$ cat config.mk
export PLATFORM = sky130hd
export DESIGN_NAME = rf_wb_arbiter
export DESIGN_NICKNAME = d
export VERILOG_FILES = /design/src/rtl/rf_pkg.sv /design/src/rtl/wb_starve_counter.sv /design/src/rtl/rf_wb_arbiter.sv
export SDC_FILE = /design/constraint.sdc
export NUM_CORES = 1
export LEC_CHECK = 0
export CORE_MARGIN = 5
export CORE_UTILIZATION = 38
export CTS_BUF_LIST = sky130_fd_sc_hd__clkbuf_8
export DETAILED_ROUTE_END_ITERATION = 10
export GPL_TIMING_DRIVEN = 0
export PLACE_DENSITY = 0.83
export SLEW_MARGIN = 30
export SYNTH_ARGS = -nofsm -noshare
export SYNTH_HDL_FRONTEND = slang
export SYNTH_SLANG_ARGS = --single-unit
$ cat constraint.sdc
create_clock -name CLK -period 2.13 [get_ports CLK]
set_input_delay 0.426 -clock CLK [delete_from_list [all_inputs] [get_ports CLK]]
set_output_delay 0.426 -clock CLK [all_outputs]
set_load 0.1 [all_outputs]
$ cat src/rtl/rf_pkg.sv
// Shared register-file definitions: widths, PC register index, requester encoding, one-hot decode.
// Latency: none (package only).
// Backpressure: n/a.
package rf_pkg;

  localparam int RF_AW = 4;
  localparam int RF_DW = 32;

  localparam logic [RF_AW-1:0] REG_PC = 4'd15;

  typedef enum logic [1:0] {
    REQ_NONE = 2'd0,
    REQ_ALU  = 2'd1,
    REQ_MEM  = 2'd2
  } req_e;

  // Register index to one-hot select, also used by the register file write decoder.
  function automatic logic [(1<<RF_AW)-1:0] rf_onehot(input logic [RF_AW-1:0] idx);
    logic [(1<<RF_AW)-1:0] one;
    one = '0;
    one[idx] = 1'b1;
    return one;
  endfunction

endpackage

$ cat src/rtl/wb_starve_counter.sv
// Saturating starvation counter: clear wins over hold, hold wins over increment; at_max flags saturation.
// Latency: count updates one cycle after the controlling inputs; at_max is combinational from the count.
// Backpressure: none; hold simply freezes the count.
module wb_starve_counter #(
  parameter int MAX = 3
) (
  input  logic CLK,
  input  logic RST,
  input  logic clr,
  input  logic hold,
  input  logic inc,
  output logic at_max
);

  localparam logic [3:0] MAX_V = 4'(MAX);

  logic [3:0] cnt_q;
  logic [3:0] cnt_d;

  // Next count: clear, else freeze, else saturating increment.
  always_comb begin
    cnt_d = cnt_q;
    if (clr) begin
      cnt_d = 4'd0;
    end else if (!hold && inc && (cnt_q != MAX_V)) begin
      cnt_d = cnt_q + 4'd1;
    end
  end

  // Count register.
  always_ff @(posedge CLK or negedge RST) begin
    if (!RST) begin
      cnt_q <= 4'd0;
    end else begin
      cnt_q <= cnt_d;
    end
  end

  assign at_max = (cnt_q == MAX_V);

endmodule

$ cat src/rtl/rf_wb_arbiter.sv
// Shares the register-file write port between ALU and load write-back; load has priority, ALU starvation-guarded.
// Latency: a request accepted at edge N drives RFLd/C/PW from edge N to edge N+1 (one registered cycle).
// Backpressure: ready is combinational from valids, hold and starvation state; hold or reset blocks all grants.
module rf_wb_arbiter
  import rf_pkg::*;
#(
  parameter int DW         = 32,
  parameter int AW         = 4,
  parameter int STARVE_MAX = 3
) (
  input  logic          CLK,
  input  logic          RST,
  input  logic          alu_valid,
  input  logic [AW-1:0] alu_dest,
  input  logic [DW-1:0] alu_data,
  output logic          alu_ready,
  input  logic          mem_valid,
  input  logic [AW-1:0] mem_dest,
  input  logic [DW-1:0] mem_data,
  output logic          mem_ready,
  input  logic          hold,
  output logic [AW-1:0] C,
  output logic [DW-1:0] PW,
  output logic          RFLd,
  output logic          PCLd,
  output logic [15:0]   pend_mask
);

  req_e grant;
  logic starve_at_max;

  logic [AW-1:0] c_q,    c_d;
  logic [DW-1:0] pw_q,   pw_d;
  logic          rfld_q, rfld_d;
  logic          pcld_q, pcld_d;

  // Grant selection: load wins contention unless the ALU has been denied STARVE_MAX times in a row.
  always_comb begin
    grant = REQ_NONE;
    if (RST && !hold) begin
      if (alu_valid && mem_valid) begin
        grant = starve_at_max ? REQ_ALU : REQ_MEM;
      end else if (alu_valid) begin
        grant = REQ_ALU;
      end else if (mem_valid) begin
        grant = REQ_MEM;
      end
    end
  end

  assign alu_ready = (grant == REQ_ALU);
  assign mem_ready = (grant == REQ_MEM);

  wb_starve_counter #(
    .MAX (STARVE_MAX)
  ) u_starve (
    .CLK    (CLK),
    .RST    (RST),
    .clr    (alu_ready || !alu_valid),
    .hold   (hold),
    .inc    (alu_valid && !alu_ready),
    .at_max (starve_at_max)
  );

  // Write-port next state: a grant loads the strobe; otherwise strobes drop and C/PW keep their value.
  always_comb begin
    c_d    = c_q;
    pw_d   = pw_q;
    rfld_d = 1'b0;
    pcld_d = 1'b0;
    case (grant)
      REQ_ALU: begin
        c_d    = alu_dest;
        pw_d   = alu_data;
        rfld_d = 1'b1;
        pcld_d = (alu_dest == AW'(REG_PC));
      end
      REQ_MEM: begin
        c_d    = mem_dest;
        pw_d   = mem_data;
        rfld_d = 1'b1;
        pcld_d = (mem_dest == AW'(REG_PC));
      end
      default: begin
      end
    endcase
  end

  // Write-port register; reset drops any pending strobe immediately.
  always_ff @(posedge CLK or negedge RST) begin
    if (!RST) begin
      c_q    <= '0;
      pw_q   <= '0;
      rfld_q <= 1'b0;
      pcld_q <= 1'b0;
    end else begin
      c_q    <= c_d;
      pw_q   <= pw_d;
      rfld_q <= rfld_d;
      pcld_q <= pcld_d;
    end
  end

  assign C         = c_q;
  assign PW        = pw_q;
  assign RFLd      = rfld_q;
  assign PCLd      = pcld_q;
  assign pend_mask = rfld_q ? rf_onehot(RF_AW'(c_q)) : 16'h0000;

endmodule

Yosys cells after proc, flatten, opt, wreduce, memory -nomap -nowiden
Index checks and enable logic that the tools add are counted.
{ "classes": {"shifts": 0, "eq_ne": 6, "div": 0, "muxes": 14, "addsub": 1, "bitwise": 0, "n_mul": 0, "order_cmp": 2, "reduce_logical": 13} }
{ "op_table": {"columns": ["cell", "n"], "rows": [
  ["case mux 32 bit (2 select lines)", 1],
  ["2-to-1 mux 16 bit", 1],
  ["2-to-1 mux 2 bit", 5],
  ["== test 4 bit (second input constant)", 2],
  ["2-to-1 mux 4 bit", 2],
  ["case mux 4 bit (2 select lines)", 1],
  ["logical AND 1 bit", 6],
  ["less-than comparator 4 x 5 -> 1 bit (second input constant)", 1],
  ["adder 4 x 1 -> 4 bit (second input constant)", 1],
  ["demux 1 bit (select 4 bit)", 1],
  ["== test 4 x 2 -> 1 bit (second input constant)", 1],
  [">= comparator 4 x 1 -> 1 bit (second input constant)", 1],
  ["!= test 4 x 2 -> 1 bit (second input constant)", 1],
  ["nonzero test 2 bit", 2],
  ["logical NOT 1 bit", 3],
  ["== test 2 x 1 -> 1 bit (second input constant)", 1],
  ["== test 2 bit (second input constant)", 1],
  ["2-to-1 mux 1 bit", 2],
  ["case mux 1 bit (2 select lines)", 1],
  ["OR reduction 2 bit", 1],
  ["logical OR 1 bit", 1]
]} }
{ "totals": {"mem_count": 0, "out_inout_bits": 56, "latchBits": 0, "ramBits": 0, "register_bits": 42, "wordCells": 41, "romBits": 0} }

Depth between registers and ports, before layout
{ "depth": {"ltp_word": 11, "mapped_depth": 9, "depth_no_buf": 7} }

Modules after synthesis
A second synthesis with hierarchy kept.
{ "hier_totals": {"hier_cells": 218, "hier_area_um2": 2184.6} }
{ "modules_own_cells": {"columns": ["mod", "seq_area_each_um2", "cells_per_inst", "instances", "area_each_um2"], "rows": [
  ["rf_wb_arbiter", 950.9, 196, 1, 1940.6],
  ["wb_starve_counter", 100.1, 22, 1, 244.0]
]} }

Least setup slack after synthesis
No wires, ideal clock.
{ "synth_timing": {"kind": "reg2out", "startpoint": "reg rfld_q (netlist: RFLd)", "endpoint": "out pend_mask[0]", "path_slack_ns": -1.752, "path_buffers": 0, "required_ns": 1.704, "stages_incl_launch_ff": 3, "arrival_time_ns": 3.456, "cell_sequence": "dfrtp_1 or3b_1 nor3_1"} }
{ "synth_between": {"elab_chain_cells": 1} }
{ "synth_lines": {"columns": ["item", "line_no", "rtl"], "rows": [
  ["start: declaration", "rf_wb_arbiter.sv:34", "logic rfld_q, rfld_d;"],
  ["start signal: assignment", "rf_wb_arbiter.sv:99", "rfld_q <= rfld_d;"],
  ["2-to-1 mux 16 bit", "rf_wb_arbiter.sv:108", "assign pend_mask = rfld_q ? rf_onehot(RF_AW'(c_q)) : 16'h0000;"],
  ["end: declaration", "rf_wb_arbiter.sv:26", "output logic [15:0] pend_mask"]
]} }
Every way passes these cells.

Final worst setup path
{ "layout_timing": {"startpoint": "reg u_starve.cnt_q[0]", "endpoint": "out alu_ready"} }
{ "layout_between": {"elab_chain_cells": 5} }
{ "layout_lines": {"columns": ["item", "line_no", "rtl"], "rows": [
  ["start: declaration", "wb_starve_counter.sv:17", "logic [3:0] cnt_q;"],
  ["start signal: assignment", "wb_starve_counter.sv:35", "cnt_q <= cnt_d;"],
  ["== test 4 x 2 -> 1 bit", "wb_starve_counter.sv:39", "assign at_max = (cnt_q == MAX_V);"],
  ["2-to-1 mux 2 bit", "rf_wb_arbiter.sv:42", "grant = starve_at_max ? REQ_ALU : REQ_MEM;"],
  ["2-to-1 mux 2 bit", "rf_wb_arbiter.sv:41", "if (alu_valid && mem_valid) begin"],
  ["2-to-1 mux 2 bit", "rf_wb_arbiter.sv:40", "if (RST && !hold) begin"],
  ["== test 2 x 1 -> 1 bit", "rf_wb_arbiter.sv:51", "assign alu_ready = (grant == REQ_ALU);"],
  ["end: declaration", "rf_wb_arbiter.sv:16", "output logic alu_ready,"]
]} }
Every way passes these cells.

==> flow_results.xml <==
<?xml version="1.0" encoding="UTF-8"?>
<metrics>
  <group name="finish">
    <metric name="antennaDiodeCount" unit="">0</metric>
    <metric name="finalCoreUtilization" unit="%">71.72</metric>
    <metric name="highest_count_cells_in_the_layout_ignoring_fill_and_taps" unit="">sky130_fd_sc_hd__clkdlybuf4s50_1, sky130_fd_sc_hd__nand2_1, sky130_fd_sc_hd__dfrtp_1</metric>
    <metric name="finish.net_count" unit="">444</metric>
    <metric name="drive_gt1_share" unit="%">22.47</metric>
    <metric name="layout.area.seq" unit="sq um">1070</metric>
    <metric name="num-fill-cells" unit="">440</metric>
    <metric name="layout.cells.most_common" unit="">sky130_fd_sc_hd__clkdlybuf4s50_1</metric>
    <metric name="multi_input_area" unit="sq um">1194</metric>
    <metric name="synthToLayoutAreaGrowth" unit="%">84.96</metric>
  </group>
  <group name="outcome">
    <metric name="status" unit="">finished, violations left</metric>
    <metric name="violations" unit="">negative setup slack</metric>
  </group>
  <group name="sta">
    <metric name="slew_viol_final" unit="">0</metric>
    <metric name="timing.max_slew.rel_slack" unit="%">34.53</metric>
    <metric name="fmax" unit="GHz">0.4453</metric>
    <metric name="fin_tns_setup" unit="ns">-0.1840</metric>
    <metric name="worstMarginPinSlew" unit="ns">0.9859</metric>
    <metric name="hold_violations" unit="">0</metric>
    <metric name="skew" unit="ns">0.003714</metric>
    <metric name="setup_viols_final" unit="">2</metric>
    <metric name="post-route-min-period" unit="ns">2.246</metric>
    <metric name="setup_repair_after_global_routing_missed_its_margin" unit="">true</metric>
    <metric name="post-route-worst-setup-slack" unit="ns">-0.1158</metric>
    <metric name="finalCritPeriodShare" unit="%">105.4</metric>
  </group>
  <group name="synthesis">
    <metric name="synth_top_area_share" unit="%">49.53</metric>
    <metric name="post_synth.cell_area_avg" unit="sq um">9.824</metric>
    <metric name="synth_ff_type" unit="">sky130_fd_sc_hd__dfrtp_1</metric>
    <metric name="synthDistinctLibCells" unit="">27</metric>
    <metric name="synthTopCellsByArea" unit="">sky130_fd_sc_hd__dfrtp_1, sky130_fd_sc_hd__mux2i_1, sky130_fd_sc_hd__o21ai_0</metric>
    <metric name="netlist.top_cell.by_area" unit="">sky130_fd_sc_hd__dfrtp_1</metric>
    <metric name="synth-seq-area-share" unit="%">49.53</metric>
    <metric name="yosysWarningCount" unit="">0</metric>
    <metric name="synth_enable_flop_cells" unit="">0</metric>
    <metric name="synth_nets" unit="">296</metric>
    <metric name="synth_area" unit="sq um">2122</metric>
    <metric name="synth-seq-cells" unit="">42</metric>
    <metric name="synth_async_sr_flop_share" unit="%">100.0</metric>
    <metric name="synth_cells" unit="">216</metric>
  </group>
  <group name="clocking">
    <metric name="clock_tree.buffer_depth" unit="">2</metric>
    <metric name="worst_skew_pair.late_latency" unit="ns">0.29</metric>
    <metric name="buffer_cell_driving_the_clock_tree_root" unit="">sky130_fd_sc_hd__clkbuf_8</metric>
    <metric name="tritoncts" unit="">built</metric>
    <metric name="tritoncts.num_buffers" unit="">5</metric>
    <metric name="cts-htree-levels" unit="">2</metric>
    <metric name="numClockSinks" unit="">42</metric>
    <metric name="clk_pin_slew" unit="ns">0.08</metric>
  </group>
  <group name="global_routing">
    <metric name="maximum_number_of_pins_on_one_net_before_global_route_repair" unit="">26</metric>
    <metric name="grt_pass1_vias" unit="">2171</metric>
    <metric name="grt_util_all_layers" unit="%">18.27</metric>
    <metric name="grt_antenna_before_repair" unit="">0</metric>
    <metric name="grt_pass1_wl" unit="um">10630</metric>
    <metric name="globalRoute.totalOverflow" unit="">0</metric>
  </group>
  <group name="floorplanning">
    <metric name="area_enclosed_by_the_die_boundary" unit="sq um">7179</metric>
    <metric name="die-width" unit="um">84.73</metric>
    <metric name="initial_core_utilization" unit="%">38.77</metric>
    <metric name="pin_count" unit="">133</metric>
    <metric name="dieHeight" unit="um">84.73</metric>
    <metric name="core-area" unit="sq um">5473</metric>
    <metric name="standard_cell_rows" unit="">27</metric>
  </group>
  <group name="critical_path">
    <metric name="arrival" unit="ns">1.82</metric>
    <metric name="kind_of_critical_path" unit="">reg2out</metric>
    <metric name="worstReg2RegEnd" unit="">PW[20]</metric>
    <metric name="endpoint_kind" unit="">output port</metric>
    <metric name="cp_max_fo" unit="">3</metric>
    <metric name="setup.reg_to_reg.worst_slack" unit="ns">0.08</metric>
    <metric name="crit_start" unit="">u_starve.cnt_q[0]</metric>
    <metric name="timing.reg2reg.worst_path_depth" unit="">9</metric>
    <metric name="startpoint_type" unit="">flip-flop</metric>
    <metric name="required" unit="ns">1.70</metric>
    <metric name="r2r-start" unit="">u_starve.cnt_q[0]</metric>
  </group>
  <group name="routing">
    <metric name="wire_per_inst" unit="um">15.06</metric>
    <metric name="viasPerCell" unit="">4.856</metric>
    <metric name="total_wirelength" unit="um">6581</metric>
    <metric name="drc_errors" unit="">0</metric>
    <metric name="dr.first_iter.drc_count" unit="">62</metric>
    <metric name="detail_route.first_pass.iterations" unit="">4</metric>
    <metric name="dr_total_vias" unit="">2122</metric>
    <metric name="ant_nets" unit="">0</metric>
  </group>
  <group name="power_and_ir_drop">
    <metric name="power.static_leakage" unit="nW">1.696</metric>
    <metric name="peakVddDrop" unit="V">0.0006907</metric>
    <metric name="cellPowerDensity" unit="nW/um^2">874.0</metric>
  </group>
  <group name="place">
    <metric name="pre_cts_slack" unit="ns">-1.131</metric>
    <metric name="numPortBuffers" unit="">132</metric>
    <metric name="dp_hpwl" unit="um">5159</metric>
    <metric name="place_congestion" unit="">0.8241</metric>
  </group>
  <group name="flow_run">
    <metric name="drv_cap" unit="">0</metric>
  </group>
  <group name="worst_hold_path">
    <metric name="hold_path_class" unit="">in2async</metric>
  </group>
</metrics>
==> final cells by class <==
| type | instances | area share [%] |
|---|---|---|
| Clock inverter | 2 | 0.2231 |
| Clock buffer | 6 | 2.104 |
| Inverter | 2 | 0.1913 |
| Multi-Input combinational cell | 160 | 30.41 |
| Buffer | 12 | 2.965 |
| Timing Repair Buffer | 141 | 34.56 |
| Tap cell | 72 | 2.295 |
| Sequential cell | 42 | 27.26 |
==> worst max-delay path, cell delays in order, from the launching register on <==
cell and delay (ns):
sky130_fd_sc_hd__dfrtp_1 0.37, sky130_fd_sc_hd__ha_2 0.20, sky130_fd_sc_hd__or3b_4 0.39, sky130_fd_sc_hd__nand2_2 0.08, sky130_fd_sc_hd__and3_4 0.19, sky130_fd_sc_hd__ha_4 0.14
sky130_fd_sc_hd__buf_12 0.17
==> sequential cells by signal, indices dropped and copies added, names as in the netlist <==
name	flops
PCLd	1
C	4
u_starve.cnt_q	4
PW	32
RFLd	1
==> through the flow <==
step / instance area (sq um) / cells / total power, mW / hold slack [ns]
after floorplan: 2302 / 216 / 2.448 / 0.1304
final: 3925 / 437 / 3.430 / 0.03382
after detailed placement: 3729 / 421 / 3.013 / 0.3903
after global routing: 3925 / 437 / 3.584 / 0.03423
after CTS: 3835 / 435 / 3.444 / 0.001257
after global placement: 3714 / 420 / 2.983 / 0.4649
==> synthesized netlist by cell type, types with 2 or more instances <==
cell type,count
sky130_fd_sc_hd__inv_1,2
sky130_fd_sc_hd__clkbuf_1,6
sky130_fd_sc_hd__o21ai_1,5
sky130_fd_sc_hd__or3b_1,2
sky130_fd_sc_hd__nand4_1,2
sky130_fd_sc_hd__nand3_1,3
sky130_fd_sc_hd__ha_1,3
sky130_fd_sc_hd__a21oi_1,3
sky130_fd_sc_hd__buf_6,3
sky130_fd_sc_hd__nor3_1,4
sky130_fd_sc_hd__buf_2,2
sky130_fd_sc_hd__nand2_1,39
sky130_fd_sc_hd__mux2i_1,36
sky130_fd_sc_hd__nor2_1,14
sky130_fd_sc_hd__and3_1,2
sky130_fd_sc_hd__dfrtp_1,42
sky130_fd_sc_hd__nand2b_1,3
sky130_fd_sc_hd__o21ai_0,34
sky130_fd_sc_hd__nand3b_1,3
==> worst max-delay path by stage <==
stage          slack [ns]            to  depth (start not counted)
6_report            -0.12     alu_ready                          6
5_1_grt             -0.18     alu_ready                          6
4_1_cts             -0.16     alu_ready                          6
3_5_place_dp        -1.13     alu_ready                          6
3_3_place_gp        -2.41     mem_ready                          5
2_1_floorplan       -0.23  pend_mask[0]                          2
==> per-layer routing <==
layer	track usage [%]	routed length [um]	vias to the layer above
met4	4.173	72	0
met1	21.14	2605	985
met2	32.95	3366	83
met3	5.594	537	7
met5	0	0	-
li1	-	-	1047
==> power breakdown <==
| part | internal (mW) | switching (mW) | total [mW] |
|---|---|---|---|
| clock | 0.257 | 0.260 | 0.516 |
| combinational | 0.413 | 1.43 | 1.85 |
| sequential | 0.954 | 0.115 | 1.07 |
==> logic make-up (layout without fill, tap and decap cells) <==
kind of cell | count (synthesis) | in the layout | synth area share (%)
AND/OR/NAND/NOR | 77 | 77 | 17.04
AO/OA/AOI/OAI | 42 | 42 | 9.905
flip-flops | 42 | 42 | 49.53
multiplexers | 37 | 37 | 17.51
buffers and inverters | 14 | 163 | 3.833
adder cells (fa/ha/maj) | 3 | 3 | 1.769
XOR/XNOR | 1 | 1 | 0.4128
==> repair_timing <==
item | in CTS | in global routing
cloned | 0 | 0
resized for setup | 166 | 37
pin swaps | 6 | 2
hold endpoints to repair | 0 | 18
setup endpoints to repair | 94 | 56
hold buffers | 0 | 1
buffers inserted | 6 | 1
Power figures use the tool's default switching activity.
